`src/rtl/cs_seq_pkg.sv`:
```
`default_nettype none
// ============================================================================
//  Module      : cs_seq_pkg
//  Description : Shared types, error codes and helpers for the cs command
//                sequencer.
//  Revision    : 1.0 - initial parametrised release
// ============================================================================
package cs_seq_pkg;

    // Sequencer states, 3-bit encoding
    typedef enum logic [2:0] {
        S_IDLE  = 3'd0,
        S_WAIT  = 3'd1,
        S_SEL   = 3'd2,
        S_START = 3'd3,
        S_DONE  = 3'd4,
        S_ERR   = 3'd5,
        S_ACK   = 3'd6
    } state_t;

    // Error codes reported on err_code
    localparam logic [1:0] ERR_NONE  = 2'd0;
    localparam logic [1:0] ERR_TMO   = 2'd1;
    localparam logic [1:0] ERR_ABORT = 2'd2;
    localparam logic [1:0] ERR_FULL  = 2'd3;

    // Width of a stage index; at least one bit even for a single stage
    function automatic int sw_of(input int n);
        return (n > 1) ? $clog2(n) : 1;
    endfunction

endpackage
`default_nettype wire

```
`src/rtl/cs_seq_if.sv`:
```
`default_nettype none
// ============================================================================
//  Module      : cs_seq_if
//  Description : Upstream / downstream handshake bundle of the cs command
//                sequencer. The sequencer uses the slave view; the environment
//                driving it (upstream receiver plus stages) uses the master view.
//  Revision    : 1.0 - initial parametrised release
// ============================================================================
interface cs_seq_if #(
    parameter int NSTG  = 3,
    parameter int NFIFO = 3
);
    import cs_seq_pkg::*;

    localparam int SW = sw_of(NSTG);

    logic             fs_in;
    logic             fd_in;
    logic [NSTG-1:0]  fs_stg;
    logic [NSTG-1:0]  fd_stg;
    logic [NSTG-1:0]  stg_en;
    logic [NFIFO-1:0] fifo_full;
    logic             err_in;
    logic             busy;
    logic             err;
    logic [1:0]       err_code;
    logic [SW-1:0]    err_stg;
    logic [15:0]      txn_cnt;

    modport master (
        output fs_in, fd_stg, stg_en, fifo_full, err_in,
        input  fd_in, fs_stg, busy, err, err_code, err_stg, txn_cnt
    );

    modport slave (
        input  fs_in, fd_stg, stg_en, fifo_full, err_in,
        output fd_in, fs_stg, busy, err, err_code, err_stg, txn_cnt
    );

endinterface
`default_nettype wire

```
`src/rtl/cs_seq_tmo.sv`:
```
`default_nettype none
// ============================================================================
//  Module      : cs_seq_tmo
//  Description : Per-phase timeout counter. Clear restarts the count for the
//                cycle it is asserted in, enable counts the current cycle, and
//                the count saturates at all-ones. hit_o flags the cycle in which
//                the count (including that cycle) reaches TMO_MAX; TMO_MAX of
//                zero disables the timeout.
//  Revision    : 1.0 - initial parametrised release
// ============================================================================
module cs_seq_tmo #(
    parameter int               TMO_W   = 16,
    parameter logic [TMO_W-1:0] TMO_MAX = {TMO_W{1'b1}}
) (
    input  wire logic clk,
    input  wire logic rst,
    input  wire logic clr_i,
    input  wire logic en_i,
    output logic      hit_o
);

    logic [TMO_W-1:0] cnt_q;
    logic [TMO_W-1:0] base_d;
    logic [TMO_W-1:0] cnt_d;

    // A clear in this cycle means the phase just started: count from zero
    assign base_d = clr_i ? '0 : cnt_q;
    assign cnt_d  = (&base_d) ? base_d : base_d + TMO_W'(1);
    assign hit_o  = en_i && (TMO_MAX != '0) && (cnt_d == TMO_MAX);

    // Count enabled cycles since the last clear, saturating
    always_ff @(posedge clk or posedge rst) begin
        if (rst) begin
            cnt_q <= '0;
        end else if (en_i) begin
            cnt_q <= cnt_d;
        end else if (clr_i) begin
            cnt_q <= '0;
        end
    end

endmodule
`default_nettype wire

```
`src/rtl/cs_seq.sv`:
```
`default_nettype none
// ============================================================================
//  Module      : cs_seq
//  Description : Parametrised command sequencer. On a rising upstream start
//                flag it runs a four-phase fs/fd handshake with every enabled
//                downstream stage in index order, with FIFO-full gating,
//                per-phase timeout and external abort, then acknowledges
//                upstream. Errors are reported and always end in a completion.
//  Revision    : 1.0 - initial parametrised release
// ============================================================================
module cs_seq
    import cs_seq_pkg::*;
#(
    parameter int               NSTG    = 3,
    parameter int               NFIFO   = 3,
    parameter int               TMO_W   = 16,
    parameter logic [TMO_W-1:0] TMO_MAX = {TMO_W{1'b1}}
) (
    input  wire logic clk,
    input  wire logic rst,
    cs_seq_if.slave   bus
);

    localparam int            SW     = sw_of(NSTG);
    localparam logic [SW-1:0] K_LAST = SW'(NSTG - 1);

    state_t          state_q;
    logic [SW-1:0]   k_q;
    logic [SW-1:0]   k_d;
    logic [NSTG-1:0] en_l_q;
    logic [NSTG-1:0] fs_stg_q;
    logic [NSTG-1:0] sel_d;
    logic            fs_in_d_q;
    logic            fd_in_q;
    logic            busy_q;
    logic            err_q;
    logic [1:0]      err_code_q;
    logic [SW-1:0]   err_stg_q;
    logic [15:0]     txn_cnt_q;
    logic [15:0]     txn_cnt_d;
    logic            tmo_clr_q;

    logic            w_cur_fd;
    logic            w_progress;
    logic            w_tmo_en;
    logic            w_tmo_hit;
    logic            w_abort;
    logic            w_tmo_err;

    assign k_d       = k_q + SW'(1);
    assign sel_d     = NSTG'(1) << k_q;
    assign txn_cnt_d = txn_cnt_q + 16'd1;
    assign w_cur_fd  = bus.fd_stg[k_q];

    assign w_tmo_en  = (state_q == S_WAIT) || (state_q == S_START) || (state_q == S_DONE);
    assign w_abort   = bus.err_in && ((state_q == S_WAIT) || (state_q == S_SEL) ||
                                      (state_q == S_START) || (state_q == S_DONE));
    // The awaited event in a waiting phase wins over a timeout in the same cycle
    assign w_tmo_err = w_tmo_hit && !w_progress;

    // Awaited event of each waiting phase
    always_comb begin
        w_progress = 1'b0;
        case (state_q)
            S_WAIT:  w_progress = ~|bus.fifo_full;
            S_START: w_progress = w_cur_fd;
            S_DONE:  w_progress = ~w_cur_fd;
            default: w_progress = 1'b0;
        endcase
    end

    cs_seq_tmo #(
        .TMO_W   (TMO_W),
        .TMO_MAX (TMO_MAX)
    ) u_tmo (
        .clk   (clk),
        .rst   (rst),
        .clr_i (tmo_clr_q),
        .en_i  (w_tmo_en),
        .hit_o (w_tmo_hit)
    );

    // Sequencer FSM with registered outputs; tmo_clr_q marks the first cycle of each state
    always_ff @(posedge clk or posedge rst) begin
        if (rst) begin
            state_q    <= S_IDLE;
            k_q        <= '0;
            en_l_q     <= '0;
            fs_stg_q   <= '0;
            // Treat fs_in as already high so a level held across reset is no start
            fs_in_d_q  <= 1'b1;
            fd_in_q    <= 1'b0;
            busy_q     <= 1'b0;
            err_q      <= 1'b0;
            err_code_q <= ERR_NONE;
            err_stg_q  <= '0;
            txn_cnt_q  <= '0;
            tmo_clr_q  <= 1'b0;
        end else begin
            fs_in_d_q <= bus.fs_in;
            tmo_clr_q <= 1'b0;
            if (w_abort || w_tmo_err) begin
                state_q    <= S_ERR;
                tmo_clr_q  <= 1'b1;
                fs_stg_q   <= '0;
                err_q      <= 1'b1;
                err_stg_q  <= k_q;
                err_code_q <= w_abort ? ERR_ABORT :
                              ((state_q == S_WAIT) ? ERR_FULL : ERR_TMO);
            end else begin
                case (state_q)
                    S_IDLE: begin
                        if (bus.fs_in && !fs_in_d_q) begin
                            state_q    <= S_WAIT;
                            tmo_clr_q  <= 1'b1;
                            en_l_q     <= bus.stg_en;
                            err_q      <= 1'b0;
                            err_code_q <= ERR_NONE;
                            err_stg_q  <= '0;
                            k_q        <= '0;
                            busy_q     <= 1'b1;
                        end
                    end
                    S_WAIT: begin
                        if (w_progress) begin
                            state_q   <= S_SEL;
                            tmo_clr_q <= 1'b1;
                        end
                    end
                    S_SEL: begin
                        if (en_l_q[k_q]) begin
                            state_q   <= S_START;
                            tmo_clr_q <= 1'b1;
                            fs_stg_q  <= sel_d;
                        end else if (k_q == K_LAST) begin
                            state_q   <= S_ACK;
                            tmo_clr_q <= 1'b1;
                            fd_in_q   <= 1'b1;
                            txn_cnt_q <= txn_cnt_d;
                        end else begin
                            k_q <= k_d;
                        end
                    end
                    S_START: begin
                        if (w_progress) begin
                            state_q   <= S_DONE;
                            tmo_clr_q <= 1'b1;
                            fs_stg_q  <= '0;
                        end
                    end
                    S_DONE: begin
                        if (w_progress) begin
                            tmo_clr_q <= 1'b1;
                            if (k_q == K_LAST) begin
                                state_q   <= S_ACK;
                                fd_in_q   <= 1'b1;
                                txn_cnt_q <= txn_cnt_d;
                            end else begin
                                state_q <= S_SEL;
                                k_q     <= k_d;
                            end
                        end
                    end
                    S_ERR: begin
                        // Let every stage finish its handshake before completing upstream
                        if (bus.fd_stg == '0) begin
                            state_q   <= S_ACK;
                            tmo_clr_q <= 1'b1;
                            fd_in_q   <= 1'b1;
                            txn_cnt_q <= txn_cnt_d;
                        end
                    end
                    S_ACK: begin
                        if (!bus.fs_in) begin
                            state_q   <= S_IDLE;
                            tmo_clr_q <= 1'b1;
                            fd_in_q   <= 1'b0;
                            busy_q    <= 1'b0;
                        end
                    end
                    default: begin
                        state_q  <= S_IDLE;
                        fs_stg_q <= '0;
                        fd_in_q  <= 1'b0;
                        busy_q   <= 1'b0;
                    end
                endcase
            end
        end
    end

    assign bus.fs_stg   = fs_stg_q;
    assign bus.fd_in    = fd_in_q;
    assign bus.busy     = busy_q;
    assign bus.err      = err_q;
    assign bus.err_code = err_code_q;
    assign bus.err_stg  = err_stg_q;
    assign bus.txn_cnt  = txn_cnt_q;

endmodule
`default_nettype wire
```
`src/flat_wrapper.sv`:
```
// flat-port wrapper written by rule: the top's interface ports become plain ports
module cs_seq_flat import cs_seq_pkg::*;
#(
    parameter int               NSTG    = 3,
    parameter int               NFIFO   = 3,
    parameter int               TMO_W   = 16,
    parameter logic [TMO_W-1:0] TMO_MAX = {TMO_W{1'b1}}
)
  (clk, rst, bus_fs_in, bus_fd_stg, bus_stg_en, bus_fifo_full, bus_err_in, bus_fd_in, bus_fs_stg, bus_busy, bus_err, bus_err_code, bus_err_stg, bus_txn_cnt);
  cs_seq_if #(.NSTG(NSTG), .NFIFO(NFIFO)) bus_i ();
  input  wire logic clk;
  input  wire logic rst;
  input wire logic [$bits(bus_i.fs_in)-1:0] bus_fs_in;
  input wire logic [$bits(bus_i.fd_stg)-1:0] bus_fd_stg;
  input wire logic [$bits(bus_i.stg_en)-1:0] bus_stg_en;
  input wire logic [$bits(bus_i.fifo_full)-1:0] bus_fifo_full;
  input wire logic [$bits(bus_i.err_in)-1:0] bus_err_in;
  output wire logic [$bits(bus_i.fd_in)-1:0] bus_fd_in;
  output wire logic [$bits(bus_i.fs_stg)-1:0] bus_fs_stg;
  output wire logic [$bits(bus_i.busy)-1:0] bus_busy;
  output wire logic [$bits(bus_i.err)-1:0] bus_err;
  output wire logic [$bits(bus_i.err_code)-1:0] bus_err_code;
  output wire logic [$bits(bus_i.err_stg)-1:0] bus_err_stg;
  output wire logic [$bits(bus_i.txn_cnt)-1:0] bus_txn_cnt;
  assign bus_i.fs_in = bus_fs_in;
  assign bus_i.fd_stg = bus_fd_stg;
  assign bus_i.stg_en = bus_stg_en;
  assign bus_i.fifo_full = bus_fifo_full;
  assign bus_i.err_in = bus_err_in;
  assign bus_fd_in = bus_i.fd_in;
  assign bus_fs_stg = bus_i.fs_stg;
  assign bus_busy = bus_i.busy;
  assign bus_err = bus_i.err;
  assign bus_err_code = bus_i.err_code;
  assign bus_err_stg = bus_i.err_stg;
  assign bus_txn_cnt = bus_i.txn_cnt;
  cs_seq #(.NSTG(NSTG), .NFIFO(NFIFO), .TMO_W(TMO_W), .TMO_MAX(TMO_MAX)) u_core (.clk(clk), .rst(rst), .bus(bus_i));
endmodule
```
`config.mk`:
```
export PLATFORM = sky130hd
export DESIGN_NAME = cs_seq_flat
export DESIGN_NICKNAME = d
export VERILOG_FILES = /design/src/rtl/cs_seq_pkg.sv /design/src/rtl/cs_seq_if.sv /design/src/rtl/cs_seq_tmo.sv /design/src/rtl/cs_seq.sv /design/src/flat_wrapper.sv
export SDC_FILE = /design/constraint.sdc
export NUM_CORES = 1
export LEC_CHECK = 0
export BUFFER_PORTS_ARGS = -buffer_cell sky130_fd_sc_hd__buf_4
export CAP_MARGIN = 20
export CORE_MARGIN = 2
export CORE_UTILIZATION = 63
export CTS_BUF_LIST = sky130_fd_sc_hd__clkbuf_16
export DETAILED_ROUTE_END_ITERATION = 7
export GPL_ROUTABILITY_DRIVEN = 0
export GPL_TIMING_DRIVEN = 0
export PLACE_DENSITY = 0.86
export SYNTH_ARGS = -nofsm -noshare
export SYNTH_HDL_FRONTEND = slang
export SYNTH_SLANG_ARGS = --single-unit
```
`constraint.sdc`:
```
create_clock -name clk -period 7.6 [get_ports clk]
set_input_delay 0.76 -clock clk [delete_from_list [all_inputs] [get_ports clk]]
set_output_delay 0.76 -clock clk [all_outputs]
set_load 0.005 [all_outputs]
```
# Yosys cells after proc, flatten, opt, wreduce, memory -nomap -nowiden

Index checks and enable logic that the tools add are counted.

Bits in registers: 52
Latch bits: 0
Bits in writable memories: 0
Memory bits (read-only): 0
Input bits: 13
Output and inout port bits: 26
Word-level logic and storage cells: 134
Memories: 0

$add $sub $neg: 3
Multiply operators: 0
Divide/modulo/power cells: 0
$lt $le $gt $ge: 1
Eq/ne operators: 22
Shift-type cells: 1
Muxes and demuxes: 57
Bitwise logic cells: 4
Reduce and logical (&&, ||, !) cells: 33

Operator list:

| kind                    | number |
|---|---|
| $mux W16                | 7 |
| $pmux W16 S3            | 1 |
| $mux W3                 | 13 |
| $add A16 B1 Y16 const B | 2 |
| $pmux W3 S7             | 1 |
| $mux W1                 | 18 |
| $mux W2                 | 9 |
| $eq A16 B16 Y1 const B  | 1 |
| $reduce_and A16 Y1      | 1 |
| $ne A3 B2 Y1 const B    | 4 |
| $pmux W1 S5             | 2 |
| $reduce_and A5 Y1       | 2 |
| $reduce_or A5 Y1        | 2 |
| $eq A3 B3 Y1 const B    | 3 |
| $pmux W3 S3             | 1 |
| $reduce_or A3 Y1        | 3 |
| $ne A2 B1 Y1 const B    | 4 |
| $reduce_and A7 Y1       | 1 |
| $eq A3 B2 Y1 const B    | 2 |
| $logic_not A3 Y1        | 2 |
| $logic_or A1 B1 Y1      | 6 |
| $ne A3 B1 Y1 const B    | 2 |
| $pmux W1 S3             | 2 |
| $pmux W2 S3             | 1 |
| 18 further kinds        | 31 |

# Longest topological paths before layout

Word-level depth: 9
Mapped depth: 11
Depth with buffers taken out: 9

# By module

Synthesis repeated with hierarchy kept, for this count alone.

Cell total of the unflattened synthesis: 330
Area total of the unflattened synthesis: 3115.5 µm²

Modules (own cells, without submodules):

| module     | times used | cells each | area each (µm²) |
|---|---|---|---|
| cs_seq     | 1          | 216        | 2095.8 |
| cs_seq_tmo | 1          | 114        | 1019.7 |

# Worst setup path before layout

OpenSTA, ideal clock, no wires.

Kind: register -> register
From: register u_core.tmo_clr_q
To: register u_core.txn_cnt_q[2], in the netlist u_core.bus.txn_cnt[2]
Setup time: 125 ps
Arrival: 2883 ps
Required time: 7475 ps
Path slack: 4593 ps
Cell stages (with the launch flop): 12
Buffers on the path: 2
Clock period less this slack: 3007 ps
Cell sequence: dfrtp_1 clkbuf_1 nor2b_1 ha_1 nand3_1 or4_4 o311a_1 nor4_1 nand4_1 buf_2 and3_1 xor2_1

Longest elaborated chain between the ends: 9

Ends and longest elaborated chain:

| what                                                         | RTL line         | RTL |
|---|---|---|
| start, declared                                              | cs_seq.sv:41     | `logic tmo_clr_q;` |
| start signal, assigned                                       | cs_seq.sv:98     | `tmo_clr_q <= 1'b0;` |
| start signal, assigned                                       | cs_seq.sv:101    | `tmo_clr_q <= 1'b0;` |
| start signal, assigned                                       | cs_seq.sv:104    | `tmo_clr_q <= 1'b1;` |
| $mux W16 (*)                                                 | cs_seq_tmo.sv:27 | `assign base_d = clr_i ? '0 : cnt_q;` |
| $add A16 B1 Y16 / $reduce_and A16 Y1 (equally long branches) | cs_seq_tmo.sv:28 | `assign cnt_d = (&base_d) ? base_d : base_d + TMO_W'(1);` |
| $mux W16 (*)                                                 | cs_seq_tmo.sv:28 |  |
| $eq A16 B16 Y1 (*)                                           | cs_seq_tmo.sv:29 | `assign hit_o = en_i && (TMO_MAX != '0) && (cnt_d == TMO_MAX);` |
| $logic_and A1 B1 Y1 (*)                                      | cs_seq_tmo.sv:29 |  |
| $logic_and A1 B1 Y1 (*)                                      | cs_seq.sv:59     | `assign w_tmo_err = w_tmo_hit && !w_progress;` |
| $logic_or A1 B1 Y1 (*)                                       | cs_seq.sv:102    | `if (w_abort \|\| w_tmo_err) begin` |
| $not A1 Y1 (no source line) (*)                              | --               |  |
| $reduce_and A5 Y1 (no source line) (*)                       | --               |  |
| end signal, assigned                                         | cs_seq.sv:139    | `txn_cnt_q <= txn_cnt_d;` |
| end signal, assigned                                         | cs_seq.sv:157    | `txn_cnt_q <= txn_cnt_d;` |
| end signal, assigned                                         | cs_seq.sv:170    | `txn_cnt_q <= txn_cnt_d;` |
| end, declared                                                | cs_seq.sv:39     | `logic [15:0] txn_cnt_q;` |

Every way passes the cells marked *; elsewhere a longest branch is shown, timed or not.
A chain may end at the register's enable or synchronous reset.

# Worst setup path in the final report

Ends and elaborated chain as after synthesis.

==> results.sh <==
export IMPL_die_y_microns=75.01
export IMPL_hold_class="flip-flop to flip-flop"
export IMPL_drtIter0Drc=182
export IMPL_syn_area_sq_um=3177
export IMPL_hold_path_cell_count=1
export IMPL_startpoint_type="flip-flop"
export IMPL_port_buffers=38
export IMPL_critPathTopFamily="simple AND/OR/NAND/NOR gates"
export IMPL_cp_data_arrival_time_ps=3940
export IMPL_utilization_pct=77.39
export IMPL_grt_overflow_total=0
export IMPL_seq_area_frac_synth_pct=41.00
export IMPL_synth_top_area_share_pct=40.17
export IMPL_drive_gt1_share_pct=14.97
export IMPL_dp_cells=454
export IMPL_fin_hold_ws_ps=486.5
export IMPL_via_per_inst=6.148
export IMPL_power_mw=1.101
export IMPL_clock_path_buffers=2
export IMPL_instances_no_fill=461
export IMPL_cp_num_buf_inv=2
export IMPL_hpwl_microns=5231
export IMPL_ant_nets=0
export IMPL_synth_top_area_cell="dfrtp_1"
export IMPL_ys_dominant_reg_cell="dfrtp_1"
export IMPL_cp_depth=11
export IMPL_syn_area_per_cell_sq_um=9.129
export IMPL_dieArea_sq_um=5627
export IMPL_die_w_microns=75.01
export IMPL_grtUsageTotal_pct=28.94
export IMPL_diodes=0
export IMPL_final_setup_skew_ps=4.223
export IMPL_max_cap_viol_count=0
export IMPL_yosysUniqueCellTypes=51
export IMPL_routed_wl_microns=7409
export IMPL_ff2ff_path_depth=11
export IMPL_setup_viol_count_final=0
export IMPL_post_cts_buffers=0
export IMPL_place_ws_ps=3951
export IMPL_synth_edf_count=0
export IMPL_rows=25
export IMPL_vias=2834
export IMPL_grt_max_degree=28
export IMPL_status="finished, final reports clean"
export IMPL_hold_buffers=0
export IMPL_cts_max_level=2
export IMPL_cts_repair_resized=0
export IMPL_drv_slew=0
export IMPL_slew_headroom_pct=48.76
export IMPL_crit_top_cell="nor4_1"
export IMPL_grt_pass1_vias=2658
export IMPL_synthesis_instances=348
export IMPL_slowest_delay_ps=700
export IMPL_final_cell_area_sq_um=3704
export IMPL_cp_cell_sequence="clkbuf_1 > nor2b_1 > ha_1 > nand3_1 > nor4_1 > a21oi_1 > nor4_1 > nand4_1 > buf_2 > and3_1 > xor2_1"
export IMPL_cts_buffers=5
export IMPL_wl_per_cell_microns=16.07
export IMPL_fin_crit_sh_pct=49.48
export IMPL_ys_ff_latch=52
export IMPL_place_area_sq_um=3566
export IMPL_critPathMaxFanout=10
export IMPL_power_density_nw_per_um2=297.2
export IMPL_dr_pass1_iters=4
export IMPL_rsz0062_at_grt="no"
export IMPL_core_sq_um=4786
export IMPL_leakagePower_nw=1.655
export IMPL_fin_nets=414
export IMPL_cts_sinks=52
export IMPL_area_growth_pct=16.58
export IMPL_max_freq_mhz=265.9
export IMPL_finalCriticalPeriod_ps=3760
export IMPL_required_ps=7780
export IMPL_ir_drop_v=0.0002181
export IMPL_clkLatencyLatePin_ps=290
export IMPL_cts_tree="built"
export IMPL_setup_slack_ps=3840
export IMPL_ys_warnings_count=0
export IMPL_tns_ps=0
export IMPL_hold_viol_final=0
export IMPL_io_pins=39
export IMPL_synth_nets=368
export IMPL_start_util_pct=66.38
export IMPL_cts_root_buf="clkbuf_16"
export IMPL_crit_path_top_delay_cell="nor4_1"
export IMPL_yosys_top_cells_area="dfrtp_1 (40%), xnor2_1 (5.2%), nand2_1 (4.1%)"
export IMPL_clk_pin_slew_worst_paths_ps=70
export IMPL_grt_pass1_wl_microns=12280
export IMPL_endpoint_kind="flip-flop"
export IMPL_worst_pin_slew_ps=761.5
export IMPL_antenna_found_initial=0
export IMPL_crit_type="flip-flop to flip-flop"
export IMPL_drc=0
export IMPL_async_flop_share_pct=100.0
[routing by layer]
layer	global-route usage, %	up-vias	share of wire [%]
met5	0	-	0
met4	12.30	0	2.4
met3	5.221	20	5.5
met2	47.27	107	48
met1	38.01	1348	44
li1	-	1359	-
[synthesized netlist by cell type (6+ instances only)]
cell and n:
nand2_1 35, ha_1 7, xor2_1 7, clkbuf_1 12, a22oi_1 6, nor2b_1 10, a31oi_1 7, nor2_1 26
nor3_1 12, and3_1 17, o21ai_0 14, nor4_1 6, a21oi_1 9, dfrtp_1 51, nand3_1 17, nand2b_1 7
and4_1 6, inv_1 10, mux2i_1 8, xnor2_1 19, nand3b_1 6
[power by group]
group	internal, mW	switching, mW	total, mW
Clock	0.120	0.0969	0.217
Combinational	0.206	0.288	0.494
Sequential	0.334	0.0554	0.390
Total	0.660	0.440	1.10
[cell type report]
cell class / instances / area, sq um
buffer: 13 / 50.05
clock buffer: 5 / 125.1
clock inverter: 2 / 12.51
fill: 352 / 1082
inverter: 10 / 37.54
multi-input combinational: 273 / 1787
sequential: 52 / 1303
tap: 67 / 83.83
timing repair buffer: 39 / 305.3
[state kept, by name (all words and copies together) (netlist names)]
name	flops
u_core.bus.busy	1
u_core.bus.err	1
u_core.bus.err_code	2
u_core.bus.err_stg	2
u_core.bus.fd_in	1
u_core.bus.fs_stg	3
u_core.bus.txn_cnt	16
u_core.en_l_q	3
u_core.fs_in_d_q	1
u_core.k_q	2
u_core.state_q	3
u_core.tmo_clr_q	1
u_core.u_tmo.cnt_q	16
[final timing paths]
check / slack, ps / to / start
min in group asynchronous: 530 / u_core.state_q[0] / rst
worst min register to register: 490 / u_core.bus.txn_cnt[12] / u_core.bus.txn_cnt[12]
worst max-delay path: 3840 / u_core.bus.txn_cnt[2] / u_core.tmo_clr_q
worst min-delay path: 490 / u_core.bus.txn_cnt[12] / u_core.bus.txn_cnt[12]
worst max register to register: 3840 / u_core.bus.txn_cnt[2] / u_core.tmo_clr_q
max in group asynchronous: 6460 / u_core.fs_in_d_q / rst
[cells by family (layout without fill, tap and decap cells)]
group | Yosys count | in the layout | synth area share (%)
and+or+nand+nor | 164 | 164 | 28.52
DFF | 52 | 52 | 41.00
adders and majority gates | 7 | 7 | 2.757
AOI/OAI and AO/OA | 62 | 62 | 13.16
muxes | 14 | 14 | 4.647
buffers and inverters | 23 | 69 | 2.757
xor gates and xnor gates | 26 | 26 | 7.168
[cells in the final DEF, fill, tap and decap left out, types with 3 or more instances in the layout]
cell type and instances:
mux2_2 5, nor4_1 6, mux2i_1 8, nor2_1 26
a22oi_1 6, xnor2_1 19, o211ai_1 4, o2111ai_1 3
and4_1 6, nand2_1 35, nand3b_1 6, clkbuf_1 12
clkbuf_16 5, xor2_1 7, nand4_1 5, buf_4 38
nor3_1 12, a21o_1 3, nand2b_1 7, dfrtp_1 51
nor2b_1 10, and2_1 5, nand3_1 17, a21oi_1 9
and3_1 17, inv_1 9, ha_1 7, o21ai_0 14
a211o_1 3, a31oi_1 7
(Power assumes the default switching activity.)
